$ cat src/rtl/conbus_arb_wdt.sv
// conbus_arb_wdt: round-robin grant for the shared conbus plus a stall watchdog that forces a one-cycle ack.
// Optional macro CONBUS_ARB_PRIO0_EN: on handover, master 0 wins if requesting; others stay round-robin.
module conbus_arb_wdt #(
   parameter int N_MASTERS  = 7,
   parameter int TMO_W      = 8,
   parameter int TMO_CYCLES = 255
) (
   input  logic                 sys_clk,
   input  logic                 sys_rst,
   input  logic [N_MASTERS-1:0] req,
   input  logic                 bus_stb,
   input  logic                 bus_ack,
   input  logic                 tmo_clr,
   output logic [N_MASTERS-1:0] gnt,
   output logic                 tmo_ack,
   output logic                 tmo_err,
   output logic [2:0]           tmo_master
);
   localparam int IW = $clog2(N_MASTERS);
   localparam logic [TMO_W-1:0] LAST = TMO_W'(TMO_CYCLES - 1);
   localparam logic [TMO_W-1:0] SAT = TMO_W'(TMO_CYCLES);
   localparam logic [N_MASTERS-1:0] ONE = N_MASTERS'(1);

   logic [N_MASTERS-1:0] gnt_nxt;
   logic [2:0]           cur;
   logic [IW-1:0]        idx;
   logic [TMO_W-1:0]     cnt;
   logic                 chg, trig;

   // index of the current owner, decoded from the one-hot grant
   always_comb begin
      cur = '0;
      for (int i = 0; i < N_MASTERS; i++) if (gnt[i]) cur = 3'(i);
   end

   // hold while the owner requests; otherwise nearest requester after cur (descending scan so nearest wins), else park
   always_comb begin
      gnt_nxt = gnt;
      idx = '0;
      if ((req & gnt) == '0) begin
         for (int k = N_MASTERS - 1; k > 0; k--) begin
            idx = IW'((int'(cur) + k) % N_MASTERS);
            if (req[idx]) gnt_nxt = ONE << idx;
         end
`ifdef CONBUS_ARB_PRIO0_EN
         if (req[0]) gnt_nxt = ONE;
`else
`endif
      end
   end

   assign chg  = gnt_nxt != gnt;
   assign trig = bus_stb & ~bus_ack & ~tmo_ack & (cnt == LAST);

   // grant register, watchdog stall counter and sticky timeout status (set beats clear)
   always_ff @(posedge sys_clk or posedge sys_rst) begin
      if (sys_rst) begin
         gnt        <= ONE;
         cnt        <= '0;
         tmo_ack    <= 1'b0;
         tmo_err    <= 1'b0;
         tmo_master <= '0;
      end else begin
         gnt        <= gnt_nxt;
         cnt        <= (!bus_stb || bus_ack || tmo_ack || chg) ? '0 : (cnt == SAT) ? cnt : cnt + 1'b1;
         tmo_ack    <= trig;
         tmo_err    <= trig | (tmo_err & ~tmo_clr);
         tmo_master <= trig ? cur : tmo_clr ? 3'd0 : tmo_master;
      end
   end
endmodule

$ cat config.mk
export PLATFORM = sky130hd
export DESIGN_NAME = conbus_arb_wdt
export DESIGN_NICKNAME = d
export VERILOG_FILES = /design/src/rtl/conbus_arb_wdt.sv
export SDC_FILE = /design/constraint.sdc
export NUM_CORES = 1
export LEC_CHECK = 0
export BUFFER_PORTS_ARGS = -buffer_cell sky130_fd_sc_hd__buf_2
export CAP_MARGIN = 20
export CORE_ASPECT_RATIO = 1.75
export CORE_MARGIN = 2
export CORE_UTILIZATION = 41
export DETAILED_ROUTE_END_ITERATION = 10
export PLACE_DENSITY_LB_ADDON = 0.2
export SYNTH_ARGS = -nofsm -noshare
export SYNTH_HDL_FRONTEND = slang
export SYNTH_SLANG_ARGS = --single-unit
$ cat constraint.sdc
create_clock -name sys_clk -period 10.85 [get_ports sys_clk]
set_input_delay 0 -clock sys_clk [delete_from_list [all_inputs] [get_ports sys_clk]]
set_output_delay 0 -clock sys_clk [all_outputs]
set_load 0.05 [all_outputs]
### Word-level counts from Yosys, hierarchy flattened

Cells that the tools add are included.

* logic and storage cells: 78
* bits of input ports: 12
* output and inout bits: 12
* register bits: 20

* $lt $le $gt $ge: 6
* muxes and demuxes: 29
* eq/ne operators: 4
* shifts and indexed selects: 6
* bitwise gates (word level): 9
* div/mod/pow operators: 6
* reductions and logical operators: 6
* add/sub/neg operators: 7

Operators with widths (count)
* $mod A32 B4 Y32 const B: 6
* $mux W7: 7
* $shl A1 B3 Y7 const A: 6
* $lt A3 B4 Y1 const B: 6
* $mux W3: 7
* $bmux W1 S3: 6
* $eq A8 B8 Y1 const B: 2
* $mux W8: 2
* $add A3 B3 Y4 const B: 3
* $add A3 B2 Y4 const B: 2
* $add A8 B1 Y8 const B: 1
* $and A7 B7 Y7: 1
* $logic_not A7 Y1: 1
* $mux W1: 7
* $ne A7 B7 Y1: 1
* $add A3 B1 Y4 const B: 1
* $and A1 B1 Y1: 4
* $logic_or A1 B1 Y1: 3
* $not A1 Y1: 3
* $ne A2 B2 Y1 const B: 1
* $reduce_bool A2 Y1: 1
* $logic_not A1 Y1: 1
* $or A1 B1 Y1: 1

### Longest topological paths before layout

* depth after elaboration: 20
* depth in mapped cells: 23
* mapped depth without buffers: 21

### Least setup slack after synthesis

No wires, ideal clock.

* path kind: register -> register
* start point: register gnt[5]
* end point: register cnt[1]
* library setup time: 87 ps
* clock period less this slack: 5926 ps
* slack: 4924 ps
* stages on the path, launching flop included: 21
* data required time: 10763 ps
* path buffers: 0
* data arrival time: 5839 ps
* cells stage by stage: dfrtp_1 > or2_4 > o21ai_4 > inv_4 > ha_1 > nor2b_1 > o21ai_0 > xnor2_1 > ha_1 > ha_1 > nor2b_1 > a311o_1 > a32oi_4 > mux4_2 > a21oi_2 > nand3_1 > or3_1 > and3_1 > nor4b_4 > o2111ai_4 > a211oi_2

* word-level cells in the longest chain between the ends: 16
* elaborated cells on any way between the ends: 45
* those cells by class: 6 x add/sub; 6 x div; 2 x eq/ne; 6 x shift; 22 x mux; 1 x bitwise; 2 x reduce/logical

RTL lines
* from (decl): line 14 `output logic [N_MASTERS-1:0] gnt,`
* from (signal assigned): line 64 `gnt <= gnt_nxt;`
* $mux W3 (2 in a row): line 33 `for (int i = 0; i < N_MASTERS; i++) if (gnt[i]) cur = 3'(i);`
* $add A3 B3 Y4: line 42 `idx = IW'((int'(cur) + k) % N_MASTERS);`
* $mod A32 B4 Y32: line 42
* $bmux W1 S3: line 43 `if (req[idx]) gnt_nxt = ONE << idx;`
* $mux W1 (not written as such): line 43
* $mux W7 (6 in a row): line 43
* $mux W7: line 40 `if ((req & gnt) == '0) begin`
* $ne A7 B7 Y1 (*): line 52 `assign chg = gnt_nxt != gnt;`
* $logic_or A1 B1 Y1 (*): line 65 `cnt <= (!bus_stb || bus_ack || tmo_ack || chg) ? '0 : (cnt == SAT) ? cnt : cnt + 1'b1;`
* $ne A2 B2 Y1 (no source line) / $mux W8 (equally long branches)
* to (signal assigned): line 65
* to (decl): line 27 `logic [TMO_W-1:0] cnt;`

Mark *: on every way between the ends. The rest lies on a longest branch, timed or not. The select of a mux whose other input is x is not followed.
A chain may end at the register's enable or synchronous reset.

### Final worst setup path

* start point: register gnt[3]
* end point: register cnt[1]

* word-level cells in the longest chain between the ends: 18
* elaborated cells on any way between the ends: 47
* those cells by class: 6 x add/sub; 6 x div; 2 x eq/ne; 6 x shift; 24 x mux; 1 x bitwise; 2 x reduce/logical

RTL lines (line)
* $mux W3 (4 in a row): 33
* $add A3 B3 Y4: 42
* $mod A32 B4 Y32: 42
* $bmux W1 S3: 43
* $mux W1 (not written as such): 43
* $mux W7 (6 in a row): 43
* $mux W7: 40
* $ne A7 B7 Y1 (*): 52
* $logic_or A1 B1 Y1 (*): 65
* $ne A2 B2 Y1 (no source line) / $mux W8 (equally long branches)

Marks and branches as above.

==> summary.txt <==
Crit. Startpoint = gnt[3]
Yosys warning total = 0
Insertion delay to the later sink of the worst-skew pair = 0.27 ns
Skew final = 0.00167 ns
FFs w/ async S/R, synth = 100%
Crit path DAT = 6.94 ns
I/O pin count = 24
Ant diodes = 0
Drt initial violations = 413
Die width = 76.5 um
Origin of the critical flop-to-flop path = gnt[3]
Hold Violations, Final = 0
Crit path buffers/inverters = 0
Final setup violation count = 0
Die area = 10000 um^2
Drt wl/cell = 25.1 um
CTS max path bufs = 2
Crit. End Element = flop
Slowest cell on the critical path = dfrtp_1
Max-slew violations = 0
Crit share post-route = 62.3%
Hpwl dp = 11700 um
First-pass GRT wire length = 23100 um
Post-synth EDFFs = 0
CP required = 11.03 ns
Starting density of the core = 41.9%
CTS tree = built
Core ar. = 8980 um^2
Sequential area share after synthesis = 13.3%
Fmax = 0.148 GHz
R2R Setup Slk = 4.09 ns
Number of buffers created by CTS = 3
Standard-cell rows = 46
Min-Delay Path Class = in -> reg
Grt total ovfl = 0
Mapped Nets = 506
Pin count of the biggest net entering global routing = 21
HP Start = bus_ack
Nets = 511
Post-synthesis register bit count = 20
Via count = 4017
Ratio of cells with drive above 1 in the final layout = 16.0%
Kind of critical path = reg -> reg
Most used cell, CP = ha_1
PostCTS Resize Cnt = 0
Vias in the first global route = 3996
Core Util, Final = 44.1%
Slew Limit Headroom = 32.9%
Clock sinks = 20
Gate Count Post-Synth = 472
Crit-path max cell delay = 0.82 ns
Number of cells on the critical path = 19
RSZ-0062 raised after global routing = no
Tot GR Track Use = 30.8%
Slew @ Worst Pin = 0.979 ns
Ys flop type = dfrtp_1
Clock root buffer = clkbuf_16
Initial DRT Pass Iterations = 6
Antenna viol nets, final = 0
Die Ht = 131 um
Vias/cell = 6.74
Final wirelength = 15000 um
# H-tree levels = 1
CP top delay family = compound AO/OA/AOI/OAI gates
Clock transition at path regs = 0.06 ns
CP max FO = 19
Final GP Congestion = 1.00
Max-Cap Viols = 0
Port Buf Inserts = 23
Crit path time final = 6.76 ns
Cells along the critical path = nor2_1 -> o21ai_4 -> ha_1 -> nor2b_1 -> o21ai_0 -> xnor2_1 -> ha_1 -> ha_1 -> nor2b_1 -> a311o_1 -> a32oi_4 -> mux4_2 -> a21oi_2 -> nand3_1 -> or3_1 -> and3_1 -> nor4b_4 -> o2111ai_4 -> a211oi_2
Setup_tns = 0 ns
Syn Std Cell Area = 3770 um^2
Area grow syn2layout = 5.22%
DRC viols = 0
R2r worst-path depth = 19
Distinct cells, synth = 101
Initial antenna violation count = 0
Worst Hold Path Cells = 3
Post-CTS Setup Inserts = 0
Syn_area_per_cell = 7.98 um^2
Status = complete, no violations
Startpoint types = flop
[cell type report]
cell class,count,area [um^2]
fillers,963,5020
multi-input cells,399,2960
flip-flops and latches,20,502
well taps,120,150
repair buffers,26,143
inverters,27,104
clock buffers,3,75.1
clock inverters,1,30.0
[what timing repair did]
item / in CTS / in global routing
setup endpoints to repair: 0 / 0
hold endpoints to repair: 20 / 0
hold buffers: 2 / 0
[flip-flops by register name, summed over array words and instances, names as in the netlist]
signal	flops
tmo_master	3
tmo_ack	1
gnt	7
tmo_err	1
cnt	8
[tightest hold or removal path: cells and delay by family]
kind	cells	cell delay, ns
buffers and inverters	1	0.08
AND/OR/NAND/NOR	2	0.25
[cell usage after synthesis (7+ instances only)]
library cell	n	area [um^2]
nor2_1	40	150
dfrtp_1	19	475
a22oi_1	7	52.6
a31oi_1	10	62.6
xnor2_1	8	70.1
nor3_1	14	70.1
o21ai_0	23	115
nand3_1	17	85.1
mux2i_1	10	100
and3_1	9	56.3
nand2_1	40	150
inv_1	24	90.1
a211oi_1	7	52.6
a21oi_1	17	85.1
o211ai_1	8	60.1
ha_1	22	275
o21a_1	8	60.1
nor2b_1	7	43.8
o211a_1	9	90.1
a211o_1	9	78.8
[per-stage QoR]
step	instances	hold WS (ns)	instance area [um^2]	setup WS (ns)
2_1_floorplan	472	-0.0369	3770	4.92
3_3_place_gp	590	0.182	3840	4.34
3_5_place_dp	590	0.191	3840	4.25
4_1_cts	596	0.0904	3960	4.22
5_1_grt	596	0.115	3960	3.68
6_report	596	0.0994	3960	4.09
[worst paths after layout]
path / end
worst max-delay path: cnt[1]
worst min-delay path: tmo_ack
worst max register to register: cnt[1]
worst min register to register: tmo_master[2]
max in group asynchronous: gnt[1]
min in group asynchronous: tmo_err
[layout by cell type, fill, tap and decap left out, types with 7 or more instances in the layout]
cell / count
nor3_1: 14
a211o_1: 9
nor2_1: 40
nor2b_1: 7
a21oi_1: 17
dfrtp_1: 19
o21a_1: 8
ha_1: 22
inv_1: 24
mux2i_1: 10
xnor2_1: 8
nand3_1: 17
buf_2: 23
o211ai_1: 8
a211oi_1: 7
a22oi_1: 7
and3_1: 9
o21ai_0: 23
o211a_1: 9
nand2_1: 40
a31oi_1: 10
[layer usage]
layer / GRT usage [%] / routed length (um)
met2: 57.9 / 7880
met1: 31.7 / 5300
met4: 24.3 / 1190
met5: 0 / 0
met3: 2.13 / 620
[cells by family after synthesis]
logic type,share of synthesized area [%]
AND/OR/NAND/NOR,26.7
AO/OA/AOI/OAI,34.9
buffers and inverters,8.11
adder cells (fa/ha/maj),7.31
flip-flops,13.3
multiplexers,5.45
XOR/XNOR,4.22
Power is left out: the tool's default activity adds up to more than one toggle a clock period on the data nets, which glitch-free logic cannot reach.
